===== src/rtl/ser_frame_tx.sv =====
// Parallel-to-serial framer: shifts WIDTH-bit words out one bit per clock, MSB- or LSB-first.
// Latency: a word accepted at edge k drives ser_out in cycles k+1..k+WIDTH; frame_done marks the last bit.
// Backpressure: din_ready is high in IDLE or on the last bit of a frame, so words chain with no gap.
module ser_frame_tx #(
   parameter int WIDTH     = 8,
   parameter int MSB_FIRST = 1,
   parameter bit IDLE_BIT  = 1'b0
) (
   input  logic             clk,
   input  logic             rst,
   input  logic [WIDTH-1:0] din,
   input  logic             din_valid,
   output logic             din_ready,
   output logic             ser_out,
   output logic             ser_active,
   output logic             frame_done
);

   localparam int CW = $clog2(WIDTH);

   typedef enum logic {
      S_IDLE  = 1'b0,
      S_SHIFT = 1'b1
   } state_t;

   state_t           state_q, state_d;
   logic [WIDTH-1:0] sr_q, sr_d;
   logic [CW-1:0]    cnt_q, cnt_d;
   logic             ser_out_q, ser_out_d;
   logic             ser_active_q, ser_active_d;
   logic             frame_done_q, frame_done_d;
   logic             accept;

   // Ready while idle, or while the last bit of the current word is on the wire.
   assign din_ready = (state_q == S_IDLE) || ((state_q == S_SHIFT) && (cnt_q == '0));
   assign accept    = din_valid && din_ready;

   assign ser_out    = ser_out_q;
   assign ser_active = ser_active_q;
   assign frame_done = frame_done_q;

   // Next-state logic: load a new word, shift the current one, or fall back to the idle level.
   always_comb begin
      state_d      = state_q;
      sr_d         = sr_q;
      cnt_d        = cnt_q;
      ser_out_d    = IDLE_BIT;
      ser_active_d = 1'b0;
      frame_done_d = 1'b0;

      if ((state_q == S_SHIFT) && (cnt_q != '0)) begin
         // Mid-frame: the next bit sits at the outgoing end of sr.
         if (MSB_FIRST != 0) begin
            ser_out_d = sr_q[WIDTH-1];
            sr_d      = sr_q << 1;
         end else begin
            ser_out_d = sr_q[0];
            sr_d      = sr_q >> 1;
         end
         cnt_d        = cnt_q - CW'(1);
         ser_active_d = 1'b1;
         frame_done_d = (cnt_q == CW'(1));
      end else if (accept) begin
         // From IDLE or on the last bit: first bit goes straight to ser_out, the rest into sr.
         if (MSB_FIRST != 0) begin
            ser_out_d = din[WIDTH-1];
            sr_d      = din << 1;
         end else begin
            ser_out_d = din[0];
            sr_d      = din >> 1;
         end
         cnt_d        = CW'(WIDTH - 1);
         ser_active_d = 1'b1;
         state_d      = S_SHIFT;
      end else begin
         state_d = S_IDLE;
      end
   end

   // State and output registers; reset parks the line at the idle level immediately.
   always_ff @(posedge clk or negedge rst) begin
      if (!rst) begin
         state_q      <= S_IDLE;
         sr_q         <= '0;
         cnt_q        <= '0;
         ser_out_q    <= IDLE_BIT;
         ser_active_q <= 1'b0;
         frame_done_q <= 1'b0;
      end else begin
         state_q      <= state_d;
         sr_q         <= sr_d;
         cnt_q        <= cnt_d;
         ser_out_q    <= ser_out_d;
         ser_active_q <= ser_active_d;
         frame_done_q <= frame_done_d;
      end
   end

endmodule


===== config.mk =====
export PLATFORM = sky130hd
export DESIGN_NAME = ser_frame_tx
export DESIGN_NICKNAME = d
export VERILOG_FILES = /design/src/rtl/ser_frame_tx.sv
export SDC_FILE = /design/constraint.sdc
export NUM_CORES = 1
export LEC_CHECK = 0
export BUFFER_PORTS_ARGS = -buffer_cell sky130_fd_sc_hd__buf_2
export CAP_MARGIN = 20
export CORE_MARGIN = 2
export CORE_UTILIZATION = 50
export CTS_BUF_LIST = sky130_fd_sc_hd__clkbuf_2 sky130_fd_sc_hd__clkbuf_4 sky130_fd_sc_hd__clkbuf_8
export CTS_CLUSTER_SIZE = 8
export DETAILED_ROUTE_END_ITERATION = 12
export GPL_TIMING_DRIVEN = 0
export PLACE_DENSITY = 0.83
export SLEW_MARGIN = 0
export SYNTH_ARGS = -nofsm -noshare
export SYNTH_HDL_FRONTEND = slang
export SYNTH_SLANG_ARGS = --single-unit

===== constraint.sdc =====
create_clock -name clk -period 1.9 [get_ports clk]
set_clock_uncertainty 0.2 [all_clocks]
set_input_delay 0.38 -clock clk [delete_from_list [all_inputs] [get_ports clk]]
set_output_delay 0.38 -clock clk [all_outputs]
set_load 0.02 [all_outputs]

# == Word-level counts from Yosys, hierarchy flattened ==
# Index checks and enable logic that the tools add are counted.
# W data, S select, Z words.
# word_totals
inputBits,11
out_inout_bits,4
word_cells,25
ff_bits,15
# op_classes
add_sub_neg,1
n_mux,9
n_bitwise,1
reduce_logical,7
eq_ne,1
# op_table
op,n
$mux W8,2
$mux W3,2
$mux W1,5
$eq A3 B1 Y1 const B,1
$logic_and A1 B1 Y1,3
$logic_not A3 Y1,1
$reduce_bool A3 Y1,1
$sub A3 B1 Y3 const B,1
$reduce_bool A2 Y1,1
$logic_or A1 B1 Y1,1
$not A1 Y1,1

# == Longest topological paths before layout ==
# depth
depth_word,6
mapped_depth,8
depth_no_buf,7

# == Worst setup path before layout ==
# OpenSTA, ideal clock, no wires.
# synth_path
path_type,flip-flop to output port
startpoint,reg cnt_q[0]
endpoint,out din_ready
arrival_ns,1.112
path_buffers,1
slack_ns,0.208
stages_incl_launch_ff,7
t_required_ns,1.320
cell_sequence,dfrtp_1 -> inv_1 -> ha_1 -> ha_1 -> nor2b_4 -> buf_6 -> inv_2
# synth_between
elab_chain_cells,3
# synth_rtl
element,line,source
"start, declared",28,"logic [CW-1:0] cnt_q, cnt_d;"
"start signal, assigned",92,cnt_q <= cnt_d;
$logic_not A3 Y1,35,assign din_ready = (state_q == S_IDLE) || ((state_q == S_SHIFT) && (cnt_q == '0));
$logic_and A1 B1 Y1,35,
$logic_or A1 B1 Y1,35,
"end, declared",13,"output logic din_ready,"
# No other way between the ends.

# == Worst setup path in the final report ==
# Ends and elaborated chain as after synthesis.

==> impl_metrics.py <==
metrics = {
    "sta": {
        "worst_pin_slew_ns": 0.316,
        "relSlewSlack_pct": 79.0,
        "worst_slack_ns": -0.0461,
        "setup_viol_count_final": 1,
        "slew_violations": 0,
        "rsz0062_at_grt": "true",
        "min_period_ns": 1.95,
        "fmax_ghz": 0.514,
        "period_share_pct": 102,
        "hold_violations": 0,
    },
    "route": {
        "num_vias": 507,
        "drt_drc_violations_left": 0,
        "drt_iter0_drc": 15,
        "wire_per_inst_um": 13.7,
        "drt-pass1-iter-count": 4,
        "routed_wirelength_um": 1340,
        "via_per_inst": 5.17,
        "ant_nets": 0,
    },
    "worst_setup_path": {
        "cp_max_fo": 2,
        "crit_start": "cnt_q[0]",
        "critPathTopFamily": "flip-flops",
        "path_cells": "inv_2, ha_4, ha_4, nor2b_4, inv_6, buf_6",
        "r2r.worst_path.cells": 8,
        "slowest_stage": "dfrtp_1",
        "crit_arrival_ns": 1.37,
        "end_kind": "output port",
        "crit_top_cell": "ha_4",
        "r2r-end": "cnt_q[0]",
        "cp_slowest_stage_delay_ns": 0.39,
        "worst_setup_path_start_kind": "register",
        "r2r_start": "cnt_q[0]",
        "cp.required_ns": 1.32,
        "crit_buf_inv": 3,
        "crit_type": "register to output port",
        "rrSetupSlack_ns": 0.14,
    },
    "yosys": {
        "synth_top_area_cell": "dfrtp_1",
        "synth_area_um2": 649,
        "synth_cell_types": 17,
        "seq_area_frac_synth_pct": 53.9,
        "avgSynthCellArea_um2": 11.4,
        "synthCells": 57,
        "yosysWarnings": 0,
        "synth_top_area_share_pct": 53.9,
        "synth_fp_nets": 71,
        "ys_ff_latch": 14,
        "synth.area.top_cells": "dfrtp_1 (54%), mux2i_1 (11%), ha_1 (5.8%)",
    },
    "status": {
        "violations": "setup timing",
        "status": "finished with violations",
    },
    "die": {
        "io_pins": 15,
        "start_util_pct": 56.2,
        "fp.dieW_um": 40.0,
        "dieArea_um2": 1600,
        "core-area_um2": 1160,
        "chipHeight_um": 40.0,
        "rows": 12,
    },
    "place": {
        "place_area_um2": 737,
        "dp.cells": 85,
        "portBuffers": 14,
        "gp_congestion": 0.701,
    },
    "power_and_ir_drop": {
        "swShare_pct": 38.4,
        "p_leak_nw": 0.450,
        "share_seq_of_total_power_pct": 33.7,
        "clockPowerShare_pct": 11.4,
        "netSwitchingPower_mw": 0.546,
        "vdd_drop_max_v": 0.00104,
        "power_density_nw_per_um2": 1610,
        "combPwrFrac_pct": 55.0,
        "internal_power_mw": 0.875,
    },
    "global_route": {
        "antenna_found_initial": 0,
        "grtUsageMet2_pct": 35.9,
        "grt_pass1_wl_um": 2170,
        "first_global_vias": 496,
        "grtUsageMet1_pct": 25.4,
        "grt_overflow_total": 0,
        "grt_max_degree": 15,
        "grt-busiest-layer": "met2",
        "grtUsageMet3_pct": 6.67,
        "grt_use_total_pct": 21.4,
    },
    "clocking": {
        "clk_pin_slew_ns": 0.07,
        "insertion_delay_ns": 0.28,
        "htreeDepth": 1,
        "ctsRootBufferMaster": "clkbuf_4",
        "cts_tree": "yes",
        "numCtsBuffers": 3,
        "clockBufferDepth": 2,
        "clock-sinks": 14,
    },
    "final_layout": {
        "drive_above_1_share_pct": 46.4,
        "area_growth_pct": 35.8,
        "final_area_um2": 882,
        "multi_input_area_um2": 288,
        "regArea_um2": 350,
        "fillers": 79,
        "antenna_cells": 0,
        "stdcell_count": 98,
        "nNetsFinal": 100,
    },
    "flow_run": {
        "cap_violations": 0,
    },
    "worst_hold_path": {
        "hp-start": "din[7]",
        "holdPathStages": 3,
        "hold_class": "input port to register",
        "holdPathEnd": "ser_out",
    },
}
==> synthesized netlist by cell type <==
master / instances
a21oi_1: 1
and3_1: 1
buf_6: 3
dfrtp_1: 14
ha_1: 3
inv_1: 3
inv_2: 1
mux2i_1: 7
nand2_1: 8
nand2b_1: 2
nand3_1: 1
nor2_1: 1
nor2b_4: 1
nor3_1: 1
o21ai_0: 4
o21ai_1: 3
o21ai_2: 3
==> area by class of cell <==
| class | count | area share, % |
|---|---|---|
| inverters | 4 | 2.27 |
| well taps | 14 | 1.99 |
| repair buffers | 25 | 18.3 |
| multi-input cells | 36 | 32.6 |
| flip-flops and latches | 14 | 39.7 |
| plain buffers | 2 | 2.55 |
| clock buffers | 3 | 2.55 |
==> kinds of logic (layout without fill, tap and decap cells) <==
family                   after synthesis  count (layout)  synth area share (%)
adder cells (fa/ha/maj)                3               3                  5.78
buffers and inverters                  7              34                  7.51
flip-flops                            14              14                  54.0
AND/OR/NAND/NOR                       15              15                  11.8
multiplexers                           7               7                  10.8
AO/OA/AOI/OAI                         11              11                  10.2
==> worst register-to-register path: cells and delay by family (launching register included) <==
family          cells  cell delay [ns]
compound gates      1             0.09
fa+ha+maj           2             0.32
buf+inv             4             0.49
flops               1             0.39
simple gates        1             0.16
==> what timing repair did <==
action,in CTS,in global routing
endpoints found under the setup margin,1,2
pin swaps,1,1
hold endpoints to repair,14,0
hold buffers,1,0
buffers inserted,10,1
gates resized for setup,10,2
==> metal layers <==
layer | wire length [um] | vias to the layer above
met2 | 682 | 13
met3 | 67 | 2
met1 | 576 | 248
met5 | 0 | -
met4 | 14 | 0
li1 | - | 244
==> worst max-delay path by stage <==
stage | to | cells after the start
3_3_place_gp | din_ready | 7
6_report | din_ready | 6
2_1_floorplan | din_ready | 6
4_1_cts | din_ready | 7
5_1_grt | din_ready | 6
3_5_place_dp | din_ready | 7
==> layout by cell type, fill, tap and decap left out, types with 2 or more instances in the layout <==
| cell type | instances |
|---|---|
| dfrtp_1 | 14 |
| buf_2 | 13 |
| buf_4 | 10 |
| nand2_1 | 8 |
| mux2i_1 | 7 |
| o21ai_0 | 4 |
| buf_6 | 3 |
| o21ai_2 | 3 |
| o21ai_1 | 3 |
| ha_4 | 3 |
| clkbuf_4 | 3 |
| inv_2 | 2 |
| nand2b_1 | 2 |
==> sequential cells by signal, indices dropped and copies added, names as in the netlist <==
register	count
sr_q	7
cnt_q	3
state_q	1
frame_done	1
ser_active	1
ser_out	1
==> power by group through the flow <==
stage	logic (mW)	clock network, mW	registers [mW]
after CTS	0.762	0.160	0.472
after detailed placement	0.512	0	0.478
after floorplan	0.358	0	0.498
after global routing	0.850	0.181	0.488
final	0.781	0.162	0.479
after global placement	0.486	0	0.472
==> through the flow <==
step	util (%)	setup TNS [ns]	worst slack [ns]	hold WS, ns	power, mW
after CTS	76.2	-0.0395	-0.0395	0.135	1.39
after detailed placement	63.7	0	0.00683	0.0948	0.990
after floorplan	-	0	0.208	-0.116	0.855
after global placement	63.7	0	0.0195	0.0876	0.958
final	76.3	-0.0461	-0.0461	0.145	1.42
after global routing	76.3	-0.0774	-0.0774	0.169	1.52
Note: power is estimated with default switching activity, not from simulation.
